**config.mk**
```make
export PLATFORM = sky130hd
export DESIGN_NAME = uart_rx_fifo
export DESIGN_NICKNAME = d
export VERILOG_FILES = /design/src/rtl/uart_rx_fifo.sv
export SDC_FILE = /design/constraint.sdc
export NUM_CORES = 1
export LEC_CHECK = 0
export CAP_MARGIN = 25
export CORE_ASPECT_RATIO = 1.5
export CORE_MARGIN = 3
export CORE_UTILIZATION = 45
export CTS_CLUSTER_DIAMETER = 60
export CTS_CLUSTER_SIZE = 28
export DETAILED_ROUTE_END_ITERATION = 8
export HOLD_SLACK_MARGIN = 0.02
export PLACE_DENSITY = 0.59
export SLEW_MARGIN = 5
export SYNTH_ARGS = -nofsm -noshare
export SYNTH_HDL_FRONTEND = slang
export SYNTH_SLANG_ARGS = --single-unit
```
**constraint.sdc**
```tcl
create_clock -name Clk_In -period 6 [get_ports Clk_In]
set_clock_uncertainty 0.15 [all_clocks]
set_input_delay 1.2 -clock Clk_In [delete_from_list [all_inputs] [get_ports Clk_In]]
set_output_delay 1.2 -clock Clk_In [all_outputs]
set_load 0.05 [all_outputs]
```
**src/rtl/uart_rx_fifo.sv**
```systemverilog
// uart_rx_fifo: receive-side buffer behind a UART RX block.
// Each rising edge of the UART's read-enable level marks one received frame.
// The frame is masked to the configured data length and queued in a
// first-word-fall-through FIFO. The FIFO reports its occupancy and has a sticky
// overflow flag.
//
// Host handshake: Valid_Out is high whenever the FIFO holds a word, and Data_Out
// is then the oldest word. A word is consumed on a rising clock edge where
// Valid_Out and Ready_In are both high. Valid_Out never depends combinationally
// on Ready_In. Ready_In while Valid_Out is low is ignored.
module uart_rx_fifo #(
    parameter int DATA_WIDTH = 9,
    parameter int DEPTH      = 16,
    parameter int ADDR_WIDTH = 4
) (
    input  logic                  Clk_In,
    input  logic                  Reset_In,
    input  logic [2:0]            UART_Num_Data_Bits_In,
    input  logic                  Enable_In,
    input  logic [DATA_WIDTH-1:0] RX_Data_In,
    input  logic                  RX_Read_Enable_In,
    output logic [DATA_WIDTH-1:0] Data_Out,
    output logic                  Valid_Out,
    input  logic                  Ready_In,
    output logic [ADDR_WIDTH:0]   Count_Out,
    output logic                  Full_Out,
    output logic                  Overflow_Out,
    input  logic                  Clear_Overflow_In
);

    localparam logic [ADDR_WIDTH:0]   FULL_COUNT = (ADDR_WIDTH + 1)'(DEPTH);
    localparam logic [ADDR_WIDTH:0]   COUNT_ONE  = (ADDR_WIDTH + 1)'(1);
    localparam logic [ADDR_WIDTH-1:0] PTR_ONE    = ADDR_WIDTH'(1);

    // The enable comes from the RX baud domain, so it crosses through a
    // two-flop synchroniser. prev keeps the last synchronised value for
    // rising-edge detection. All three flops reset to 1, so an enable that is
    // already high when reset releases does not look like a new frame.
    logic sync1;
    logic sync2;
    logic prev;
    logic push_req;

    logic [DATA_WIDTH-1:0] mem [DEPTH];
    logic [ADDR_WIDTH-1:0] wr_ptr;
    logic [ADDR_WIDTH-1:0] rd_ptr;
    logic [ADDR_WIDTH:0]   count;

    logic [3:0]            data_bits;
    logic [DATA_WIDTH-1:0] mask;
    logic [DATA_WIDTH-1:0] masked_data;

    logic pop;
    logic push_ok;
    logic overflow_set;
    logic overflow;

    // Synchronise the frame enable and remember its previous value.
    always_ff @(posedge Clk_In) begin
        if (Reset_In) begin
            sync1 <= 1'b1;
            sync2 <= 1'b1;
            prev  <= 1'b1;
        end else begin
            sync1 <= RX_Read_Enable_In;
            sync2 <= sync1;
            prev  <= sync2;
        end
    end

    // A single cycle of push_req is produced per rising edge, however long the enable stays high.
    assign push_req = sync2 & ~prev;

    // Build a mask that keeps only the configured number of data bits.
    always_comb begin
        data_bits = 4'd9;
        mask      = '0;
        case (UART_Num_Data_Bits_In)
            3'd0:    data_bits = 4'd5;
            3'd1:    data_bits = 4'd6;
            3'd2:    data_bits = 4'd7;
            3'd3:    data_bits = 4'd8;
            default: data_bits = 4'd9;
        endcase
        for (int i = 0; i < DATA_WIDTH; i++) begin
            mask[i] = (i < int'(data_bits));
        end
    end

    // RX data stays stable while the enable is high, so it is sampled directly without synchronising.
    assign masked_data = RX_Data_In & mask;

    assign Valid_Out    = (count != '0);
    assign Full_Out     = (count == FULL_COUNT);
    assign pop          = Valid_Out & Ready_In;
    // A pop in the same cycle frees the head slot, so a full FIFO can still accept the word.
    assign push_ok      = push_req & Enable_In & (~Full_Out | pop);
    assign overflow_set = push_req & Enable_In & Full_Out & ~pop;

    // Storage array. It is cleared on reset so the head reads as zero after reset.
    always_ff @(posedge Clk_In) begin
        if (Reset_In) begin
            for (int i = 0; i < DEPTH; i++) begin
                mem[i] <= '0;
            end
        end else if (push_ok) begin
            mem[wr_ptr] <= masked_data;
        end
    end

    // Pointers wrap modulo DEPTH. The count moves by at most one per cycle.
    always_ff @(posedge Clk_In) begin
        if (Reset_In) begin
            wr_ptr <= '0;
            rd_ptr <= '0;
            count  <= '0;
        end else begin
            if (push_ok) begin
                wr_ptr <= wr_ptr + PTR_ONE;
            end
            if (pop) begin
                rd_ptr <= rd_ptr + PTR_ONE;
            end
            case ({push_ok, pop})
                2'b10:   count <= count + COUNT_ONE;
                2'b01:   count <= count - COUNT_ONE;
                default: count <= count;
            endcase
        end
    end

    // Sticky overflow flag. Setting it takes priority over the host's clear.
    always_ff @(posedge Clk_In) begin
        if (Reset_In) begin
            overflow <= 1'b0;
        end else if (overflow_set) begin
            overflow <= 1'b1;
        end else if (Clear_Overflow_In) begin
            overflow <= 1'b0;
        end
    end

    assign Data_Out     = mem[rd_ptr];
    assign Count_Out    = count;
    assign Overflow_Out = overflow;

endmodule

```
==> out/results.txt <==
Skew-Pair Late Insertion Delay: 0.42 ns
Critical path launch point type: flop
Asr flop ratio synth: 0
Die width: 111 um
Hpwl dp: 12700 um
Top FF cell, synth: edfxtp_1
Yosys top cell area share: 0.579
Synth area leaders: edfxtp_1, mux4_2, nor2_1, dfxtp_1, nand2_1
Die area: 18200 um^2
DP Worst Slack: 1.53 ns
Drt total wl: 18400 um
Max_cap viols: 0
GR Overflow Total: 0
Via count: 4606
Critical Setup Path Class: flop to primary output
Tcrit/Tclk final: 0.805
Sequential power share: 0.438
Mapped cell area: 7470 um^2
Syn. warnings: 0
Vias per inst: 5.71
Vias in the first global route: 4779
Share of cells above drive strength 1: 0.183
Die Height: 164 um
Hold_buf cts: 0
Logic pwr share: 0.223
Commonest non-fill, non-tap cells in the layout: nor2_1, edfxtp_1, mux4_2
Ant. Diodes: 0
Initial Util: 0.460
Relative slew slack: 0.346
Worst-path clk slew: 0.07 ns
Max frequency: 0.207 GHz
Clk pwr share: 0.339
Worst vdd ir: 0.000294 V
CTS max path bufs: 2
Final setup violation count: 0
Drt first-iter violations: 426
WP data arrival: 3.48 ns
Synth area leader: edfxtp_1
# H-tree levels: 4
Number of core rows: 57
Worst Tran Pin Value: 0.969 ns
Core area: 16300 um^2
Setup tns final: 0 ns
CP top delay family: buffers and inverters
Gpl congestion: 0.807
Area Overhead vs Synth: 15.8%
Run status: finished, final reports clean
Post-synth EDFFs: 144
CTS tree: yes
Sw Share: 0.313
Register area share after synthesis: 0.635
Crit-path max FO: 19
Pin count of the biggest net entering global routing: 37
Yosys reg bits: 165
P_leak: 2.82 nW
Critical Path Most Common Cell: mux4_2
Slowest stage cell, crit path: dfxtp_2
RSZ-0062 raised after global routing: no
Final net count: 614
Commonest non-fill, non-tap cell in the layout: nor2_1
Syn nets: 577
Gate Count Post-Synth: 550
# port buffers: 34
Wirelength per Cell: 22.9 um
Cts repair resizes: 0
Post-CTS Setup Repair Bufs: 0
Final Hold Vio Count: 0
PnR worst setup slack: 1.17 ns
Hold Crit Class: flop to flop
CP Capture Type: primary output
Final Hold Slack: 0.269 ns
I/O pin cnt: 35
PwrDens: 360 nW/um^2
Initial antenna violation count: 0
Worst EP required: 4.65 ns
Gr usage total: 0.211
Routed Antenna Nets: 0
Mean area per synthesized cell: 13.6 um^2
Number of buffers and inverters on the critical path: 2
CTS buffer count: 17
Distinct cells, synth: 49
Sw power: 0.974 mW
Max Slew Vio Count: 0
Global-route wire length before repair: 28700 um
Internal cell power: 2.14 mW
# DRC: 0
Tmin final: 4.83 ns
Clock sink count: 165
Drt pass-1 iters: 5
Root Driver: clkbuf_16
Slowest stage delay, CP: 0.81 ns
Critical path, cell by cell: buf_4 -> mux4_2 -> mux4_2 -> clkdlybuf4s50_1
-- flip-flops by register name, summed over array words and instances (netlist names), named ones only --
signal and cells:
Count_Out 5, Overflow_Out 1, mem 144, prev 1
rd_ptr 4, sync1 1, sync2 1, wr_ptr 4
-- final timing paths --
kind                     start           to  slack [ns]  cells past startpoint
hold / removal           sync1        sync2        0.27                      1
hold reg to reg          sync1        sync2        0.27                      1
setup reg to reg  Count_Out[0]    mem[5][6]        2.80                      6
setup / recovery          flop  Data_Out[7]        1.17                      4
-- kinds of logic after synthesis --
family / share of synthesized area
and+or+nand+nor: 0.129
AOI/OAI and AO/OA: 0.0445
muxes: 0.140
xor gates and xnor gates: 0.00820
DFF: 0.635
adders and majority gates: 0.0161
buffers and inverters: 0.0281
-- per-layer routing --
layer	global-route usage	part of all wire	wire length, um	up-vias
li1	-	-	-	2098
met1	0.257	0.38	6920	2320
met2	0.392	0.56	10300	172
met3	0.0302	0.049	907	16
met4	0.0581	0.017	320	0
met5	0	0	0	-
-- worst reg2reg max path: stages, from the launching register on --
cell and delay, ns:
dfxtp_1 0.41, nor4_2 0.62, a21oi_1 0.31, nand2_1 0.79, buf_4 0.36, o21ai_0 0.10
buf_4 0.22
-- cells in the mapped netlist (2+ instances only) --
master      n
xnor2_1     4
dfxtp_1    21
buf_2      21
nor3_1     10
nand3b_1    2
o211ai_1    2
nor2b_1     9
buf_1       4
o211a_1     2
inv_1       8
edfxtp_1  144
or2_2       4
xor2_1      3
nor2_1    148
nand2_1    40
o31ai_1     4
mux2i_1     3
nand2b_1    2
a21oi_1     4
o221ai_1    2
mux4_2     45
a211oi_1    2
ha_1        8
o21ai_0    15
o311a_1     2
clkbuf_1   13
nand3_1     6
-- cell type report --
cell class	count	area [um^2]
Tap cell	206	258
Sequential cell	165	4750
Timing Repair Buffer	57	513
Clock buffer	17	425
Clock inverter	15	159
Fill cell	1347	7610
Inverter	9	33.8
Multi-Input combinational cell	337	2520
-- power groups by stage --
stage,Clock (mW),Combinational (mW),Sequential [mW]
global placement,0,0.687,1.39
detailed placement,0,0.700,1.39
finish,1.06,0.695,1.37
CTS,1.08,0.702,1.37
floorplan,0,0.468,1.40
global route,1.13,0.736,1.37
-- metrics by stage --
stage	instance area, um^2	total power, mW	utilization	std cells
final	8650	3.12	0.532	806
after global routing	8650	3.24	0.532	806
after CTS	8650	3.14	0.532	806
after detailed placement	8070	2.09	0.496	774
after global placement	8060	2.08	0.496	773
after floorplan	7470	1.87	-	550
No activity file was read; power rests on OpenSTA's default activity.
